[src/rtl/timer_digit_editor.sv]
// Applies up/down button presses to the selected BCD digit of an MM:SS setpoint.
// Define AUTO_REPEAT_EN for hold-to-auto-repeat; otherwise one step per press.
module timer_digit_editor #(
  parameter int REPEAT_DELAY  = 50000000,
  parameter int REPEAT_PERIOD = 10000000
) (
  input  logic        i_clk,
  input  logic        i_rst,
  input  logic [3:0]  i_digit_select,
  input  logic        i_edit_en,
  input  logic        i_inc,
  input  logic        i_dec,
  output logic [15:0] o_time_bcd,
  output logic        o_step,
  output logic        o_select_error
);

  if (REPEAT_DELAY < 2 || REPEAT_PERIOD < 2) begin : g_param_check
    $error("timer_digit_editor: REPEAT_DELAY and REPEAT_PERIOD must be at least 2");
  end

  logic        incPrev_q, decPrev_q;
  logic        incRise, decRise, pressUp, pressDn;
  logic        wouldStep, stepUp, selValid, stepValid;
  logic [15:0] time_q, time_d;
  logic        step_q;
  logic        err_q, err_d;

  assign incRise = i_inc & ~incPrev_q;
  assign decRise = i_dec & ~decPrev_q;
  // A press only counts when the opposite button is released.
  assign pressUp = incRise & ~i_dec & i_edit_en;
  assign pressDn = decRise & ~i_inc & i_edit_en;

`ifdef AUTO_REPEAT_EN
  localparam int CNT_MAX = (REPEAT_DELAY > REPEAT_PERIOD) ? REPEAT_DELAY : REPEAT_PERIOD;
  localparam int CNT_W   = $clog2(CNT_MAX);
  localparam logic [CNT_W-1:0] DELAY_LAST  = CNT_W'(REPEAT_DELAY - 1);
  localparam logic [CNT_W-1:0] PERIOD_LAST = CNT_W'(REPEAT_PERIOD - 1);

  typedef enum logic [1:0] {IDLE, DELAY, REPEAT} state_t;
  state_t           state_q, state_d;
  logic [CNT_W-1:0] cnt_q, cnt_d;
  logic             dirUp_q, dirUp_d;
  logic             holdBroken;

  assign holdBroken = ~i_edit_en | (dirUp_q ? (~i_inc | i_dec) : (~i_dec | i_inc));

  always_ff @(posedge i_clk) begin
    if (i_rst) begin
      state_q <= IDLE;
      cnt_q   <= '0;
      dirUp_q <= 1'b0;
    end else begin
      state_q <= state_d;
      cnt_q   <= cnt_d;
      dirUp_q <= dirUp_d;
    end
  end

  always_comb begin
    state_d = state_q;
    case (state_q)
      IDLE:    if (pressUp || pressDn) state_d = DELAY;
      DELAY:   if (holdBroken) state_d = IDLE;
               else if (cnt_q == DELAY_LAST) state_d = REPEAT;
      REPEAT:  if (holdBroken) state_d = IDLE;
      default: state_d = IDLE;
    endcase
  end

  always_comb begin
    wouldStep = 1'b0;
    stepUp    = dirUp_q;
    dirUp_d   = dirUp_q;
    cnt_d     = '0;
    case (state_q)
      IDLE: begin
        stepUp = pressUp;
        if (pressUp || pressDn) begin
          wouldStep = 1'b1;
          dirUp_d   = pressUp;
        end
      end
      DELAY: begin
        if (!holdBroken) begin
          if (cnt_q == DELAY_LAST) wouldStep = 1'b1;
          else cnt_d = cnt_q + 1'b1;
        end
      end
      REPEAT: begin
        if (!holdBroken) begin
          if (cnt_q == PERIOD_LAST) wouldStep = 1'b1;
          else cnt_d = cnt_q + 1'b1;
        end
      end
      default: ;
    endcase
  end
`else
  typedef enum logic {IDLE, HELD} state_t;
  state_t state_q, state_d;

  always_ff @(posedge i_clk) begin
    if (i_rst) state_q <= IDLE;
    else       state_q <= state_d;
  end

  // HELD blocks further steps until both buttons are released.
  always_comb begin
    state_d = state_q;
    case (state_q)
      IDLE:    if (pressUp || pressDn) state_d = HELD;
      HELD:    if ((!i_inc && !i_dec) || !i_edit_en) state_d = IDLE;
      default: state_d = IDLE;
    endcase
  end

  always_comb begin
    wouldStep = (state_q == IDLE) && (pressUp || pressDn);
    stepUp    = pressUp;
  end
`endif

  function automatic logic [3:0] bumpDigit(input logic [3:0] d, input logic [3:0] top,
                                           input logic up);
    if (up) return (d >= top) ? 4'd0 : d + 4'd1;
    else    return (d == 4'd0 || d > top) ? top : d - 4'd1;
  endfunction

  assign selValid  = $onehot(i_digit_select);
  assign stepValid = wouldStep & selValid;

  // Sec tens wraps at 5; every other digit wraps at 9, with no carry between digits.
  always_comb begin
    time_d = time_q;
    for (int i = 0; i < 4; i++) begin
      if (stepValid && i_digit_select[i])
        time_d[4*i +: 4] = bumpDigit(time_q[4*i +: 4], (i == 1) ? 4'd5 : 4'd9, stepUp);
    end
    err_d = err_q;
    if (stepValid)      err_d = 1'b0;
    else if (wouldStep) err_d = 1'b1;
  end

  // Edge registers load the live buttons in reset so a held button cannot step afterwards.
  always_ff @(posedge i_clk) begin
    if (i_rst) begin
      incPrev_q <= i_inc;
      decPrev_q <= i_dec;
      time_q    <= '0;
      step_q    <= 1'b0;
      err_q     <= 1'b0;
    end else begin
      incPrev_q <= i_inc;
      decPrev_q <= i_dec;
      time_q    <= time_d;
      step_q    <= stepValid;
      err_q     <= err_d;
    end
  end

  assign o_time_bcd     = time_q;
  assign o_step         = step_q;
  assign o_select_error = err_q;

endmodule

[config.mk]
export PLATFORM = sky130hd
export DESIGN_NAME = timer_digit_editor
export DESIGN_NICKNAME = d
export VERILOG_FILES = /design/src/rtl/timer_digit_editor.sv
export SDC_FILE = /design/constraint.sdc
export NUM_CORES = 1
export LEC_CHECK = 0
export ABC_AREA = 1
export BUFFER_PORTS_ARGS = -buffer_cell sky130_fd_sc_hd__buf_4
export CORE_MARGIN = 4
export CORE_UTILIZATION = 52
export CTS_CLUSTER_SIZE = 24
export DETAILED_ROUTE_END_ITERATION = 12
export PLACE_DENSITY = 0.75
export SYNTH_ARGS = -nofsm -noshare
export SYNTH_HDL_FRONTEND = slang
export SYNTH_SLANG_ARGS = --single-unit
export TNS_END_PERCENT = 5
[constraint.sdc]
create_clock -name i_clk -period 2.8 [get_ports i_clk]
set_input_delay 0.56 -clock i_clk [delete_from_list [all_inputs] [get_ports i_clk]]
set_output_delay 0.56 -clock i_clk [all_outputs]
set_load 0.01 [all_outputs]
# Yosys cells after proc, flatten, opt, wreduce, memory -nomap -nowiden
# Cells that the tools add are included.
# word_totals
ff_bits,21
inputBits,9
out_inout_bits,18
# op_classes
n_addsub,11
magnitude_cmp,8
eq_ne,1
mux,15
bitwise_logic,12
reduce_logical,20
# ops
cell,count
4-bit two-way mux,12
"4-bit by 1-bit adder with 4-bit output, second input constant",4
4-bit zero test,4
"4-bit by 1-bit subtractor with 4-bit output, second input constant",4
"4-bit >= comparator, second input constant",3
"4-bit greater-than comparator, second input constant",3
1-bit AND,7
1-bit logical AND,6
1-bit logical OR,6
1-bit NOT,5
1-bit by 1-bit adder with 2-bit output,2
"4-bit by 3-bit >= comparator with 1-bit output, second input constant",1
"4-bit by 3-bit greater-than comparator with 1-bit output, second input constant",1
2-bit by 2-bit adder with 3-bit output,1
"3-bit by 1-bit == test with 1-bit output, second input constant",1
1-bit zero test,3
1-bit two-way mux,2
1-bit case mux with 2 select lines,1
2-bit OR reduction,1

# Longest topological paths before layout
# depth
ltp_word,8
mapped_depth,10
mapped_depth_nobuf,10

# Worst setup path before layout
# OpenSTA, ideal clock, no wires.
# synth_timing
path_kind,input-to-reg
startpoint,in i_digit_select[0]
endpoint,"reg time_q[4], in the netlist o_time_bcd[4]"
setup_time_ps,114
arrival_ps,2418
path_slack_ps,268
stages,9
path_buffers,0
path_cell_list,inv_1 > fa_1 > inv_1 > ha_1 > ha_1 > nor3b_4 > nand4_4 > a21oi_1 > nor2_1
# synth_via
elab_chain_len,5
# synth_rtl
item,line,text
start: declaration,9,"input logic [3:0] i_digit_select,"
1-bit by 1-bit adder with 2-bit output (implied by the code),131,assign selValid = $onehot(i_digit_select);
2-bit by 2-bit adder with 3-bit output (implied by the code),131,
3-bit by 1-bit == test with 1-bit output,131,
1-bit AND,132,assign stepValid = wouldStep & selValid;
1-bit logical AND,138,if (stepValid && i_digit_select[i])
end signal: assignment,157,time_q <= time_d;
end: declaration,25,"logic [15:0] time_q, time_d;"
# No other way between the ends.
# A chain may end at the register's enable or synchronous reset.

# Worst setup path after layout
# layout_timing
startpoint,in i_digit_select[0]
endpoint,"reg time_q[13], in the netlist o_time_bcd[13]"
# The elaborated chain is that of the path after synthesis.

==> impl_metrics.sql <==
INSERT INTO impl_metrics (metric_group, metric, value, unit) VALUES
('drt', 'totalWireLength', '3.62', 'mm'),
('setup_path', 'critical_path.startpoint', 'i_digit_select[0]', ''),
('cells_and_area', 'area_delta_synth_final', '16.1', '%'),
('timing', 'hold_viol_final', '0', ''),
('drt', 'vias', '1711', ''),
('drt', 'routed_wire_length_per_instance', '10.5', 'µm'),
('worst_hold_path', 'hp-class', 'input pin to flop', ''),
('pwr', 'power_leakage', '1.14', 'nW'),
('cells_and_area', 'drive_gt1_frac', '0.156', ''),
('synthesis', 'synth.cell_area', '0.00174', 'mm²'),
('setup_path', 'crit_path_max_fanout', '8', ''),
('synthesis', 'synth.top_cell.area_share', '0.242', ''),
('global_routing', 'grt_first_pass_wirelength', '6.28', 'mm'),
('pwr', 'power_frac_comb', '0.226', ''),
('floorplan', 'floorplan.io_pins', '27', ''),
('synthesis', 'seq_area_frac_synth', '0.242', ''),
('cts', 'postCtsResizedCells', '0', ''),
('run_status', 'status', 'finished clean', ''),
('cts', 'cts-root-buf', 'clkbuf_4', ''),
('pwr', 'switching_power', '0.184', 'mW'),
('setup_path', 'required_time_reported_for_the_critical_path_endpoint', '3060', 'ps'),
('pwr', 'worst_ir_drop_vdd', '0.000281', 'V'),
('timing', 'min_period_over_period', '0.825', ''),
('setup_path', 'critPathKind', 'input pin to flop', ''),
('timing', 'rsz0062_at_grt', 'false', ''),
('setup_path', 'path_cells', 'buf_4 -> inv_1 -> fa_1 -> inv_1 -> ha_1 -> ha_1 -> nor3b_4 -> buf_4 -> nand4_4 -> nand2_1 -> nand2_1 -> nor2_1', ''),
('setup_path', 'reg2regPathDepth', '10', ''),
('global_routing', 'grt_pass1_vias', '1484', ''),
('cells_and_area', 'mostFrequentLayoutCell', 'nand2_1', ''),
('place', 'gp_congestion', '0.841', ''),
('global_routing', 'gr-total-overflow', '0', ''),
('pwr', 'power.switching_fraction', '0.304', ''),
('drt', 'viasPerCell', '4.95', ''),
('place', 'numPortBuffers', '26', ''),
('cells_and_area', 'numnets_final', '330', ''),
('drt', 'drt-initial-drc-count', '126', ''),
('cts', 'clkTransAtPathRegs', '120', 'ps'),
('cts', 'numClockSinks', '21', ''),
('synthesis', 'syn-mean-instance-area', '6.38', 'µm²'),
('pwr', 'pwr_density_cell', '300', 'mW/mm²'),
('synthesis', 'synth_area_leader_cell', 'dfxtp_1', ''),
('setup_path', 'startpoint_of_the_worst_slack_reg_to_reg_timing_path', 'o_time_bcd[8]', ''),
('setup_path', 'worst_ep_arrival_time', '2570', 'ps'),
('cts', 'clkLatencyLatePin', '310', 'ps'),
('setup_path', 'setup.worst_path.end', 'o_time_bcd[13]', ''),
('cts', 'post-cts-setup-buffers', '0', ''),
('floorplan', 'floorplan_core_area', '0.00313', 'mm²'),
('floorplan', 'die_area', '0.00433', 'mm²'),
('timing', 'setup-violations-final', '0', ''),
('floorplan', 'die_x', '65.8', 'µm'),
('timing', 'slew_at_the_pin_closest_to_its_max_slew_limit', '519', 'ps'),
('floorplan', 'die_height', '65.8', 'µm'),
('synthesis', 'synthCells', '272', ''),
('synthesis', 'synthesis.nets', '299', ''),
('global_routing', 'number_of_antenna_violations_at_the_first_check_in_global_routing', '0', ''),
('timing', 'setup_tns_after_final_layout', '0', 'ps'),
('timing', 'max_freq', '0.433', 'GHz'),
('synthesis', 'synth-main-ff-cell', 'dfxtp_1', ''),
('global_routing', 'pin_count_of_the_biggest_net_entering_global_routing', '20', ''),
('cts', 'ctsHtreeMaxLevel', '1', ''),
('flow_run', 'cap_viol_max_count', '0', ''),
('timing', 'layout_min_cycle_time', '2310', 'ps'),
('pwr', 'total_power', '0.604', 'mW'),
('timing', 'relSlewSlack', '0.652', ''),
('floorplan', 'floorplan.initialDensity', '0.555', ''),
('cts', 'cts_tree', 'done', ''),
('cts', 'postCtsHoldBufs', '0', ''),
('timing', 'finClkSkew', '6.10', 'ps'),
('setup_path', 'ff2ff_setup_slack', '1240', 'ps'),
('setup_path', 'worst_path_largest_cell_delay', '540', 'ps'),
('setup_path', 'critical_path.slowest_cell', 'fa_1', '');
==> power groups by stage <==
| stage | Combinational [mW] | Clock, mW | Sequential (mW) |
|---|---|---|---|
| floorplan | 0.0890 | 0 | 0.323 |
| global placement | 0.135 | 0 | 0.322 |
| detailed placement | 0.136 | 0 | 0.322 |
| CTS | 0.137 | 0.162 | 0.316 |
| global route | 0.155 | 0.175 | 0.317 |
| finish | 0.136 | 0.152 | 0.315 |
==> through the flow <==
stage	utilization	hold slack (ps)	worst slack (ps)	cell area, µm²
6_report	0.644	382	490	2010
5_1_grt	0.644	359	366	2010
4_1_cts	0.644	365	483	2010
3_5_place_dp	0.636	477	177	1990
3_3_place_gp	0.636	485	174	1990
2_1_floorplan	-	474	268	1740
==> cells in the mapped netlist, types with 3 or more instances <==
cell type and count:
nand2_1 97, nor2_1 42, nand3_1 27, inv_1 23, dfxtp_1 21, ha_1 17
inv_2 8, o21ai_0 7, xor2_1 7, nand4_1 6, nand4_4 4, a21oi_1 3
==> kinds of logic after synthesis <==
group,count (synthesis),synth area share
simple gates,181,0.479
buf+inv,34,0.0764
flops,21,0.242
fa+ha+maj,18,0.134
compound gates,11,0.0332
xor+xnor,7,0.0353
==> state kept, by name (all words and copies together) (netlist names) <==
name / cells
incPrev_q: 1
o_select_error: 1
state_q: 1
o_step: 1
o_time_bcd: 16
decPrev_q: 1
==> how the worst min path moves through the flow <==
stage	to	cells after the start	slack, ps	from
finish	incPrev_q	1	380	i_inc
global route	decPrev_q	1	360	i_dec
CTS	decPrev_q	1	360	i_dec
detailed placement	o_select_error	2	480	o_select_error
global placement	o_select_error	2	480	o_select_error
floorplan	state_q	2	470	state_q
==> critical path, delay by kind of cell <==
family | cells | cell delay (ps)
AND/OR/NAND/NOR | 5 | 620
adder cells (fa/ha/maj) | 3 | 1020
buffers and inverters | 4 | 360
==> per-layer routing <==
metal,share of wire,vias to the layer above,GRT usage
met5,0,-,0
met4,0.0058,0,0.0389
met3,0.053,2,0.0442
met2,0.48,46,0.302
met1,0.46,742,0.234
li1,-,921,-
==> area by class of cell <==
cell class / instances / area, µm² / area share
inverter: 32 / 120 / 0.0596
tap: 44 / 55.1 / 0.0273
clock buffer: 4 / 26.3 / 0.0130
timing repair buffer: 28 / 210 / 0.104
sequential: 21 / 420 / 0.209
multi-input combinational: 217 / 1180 / 0.587
(Power assumes the default switching activity.)
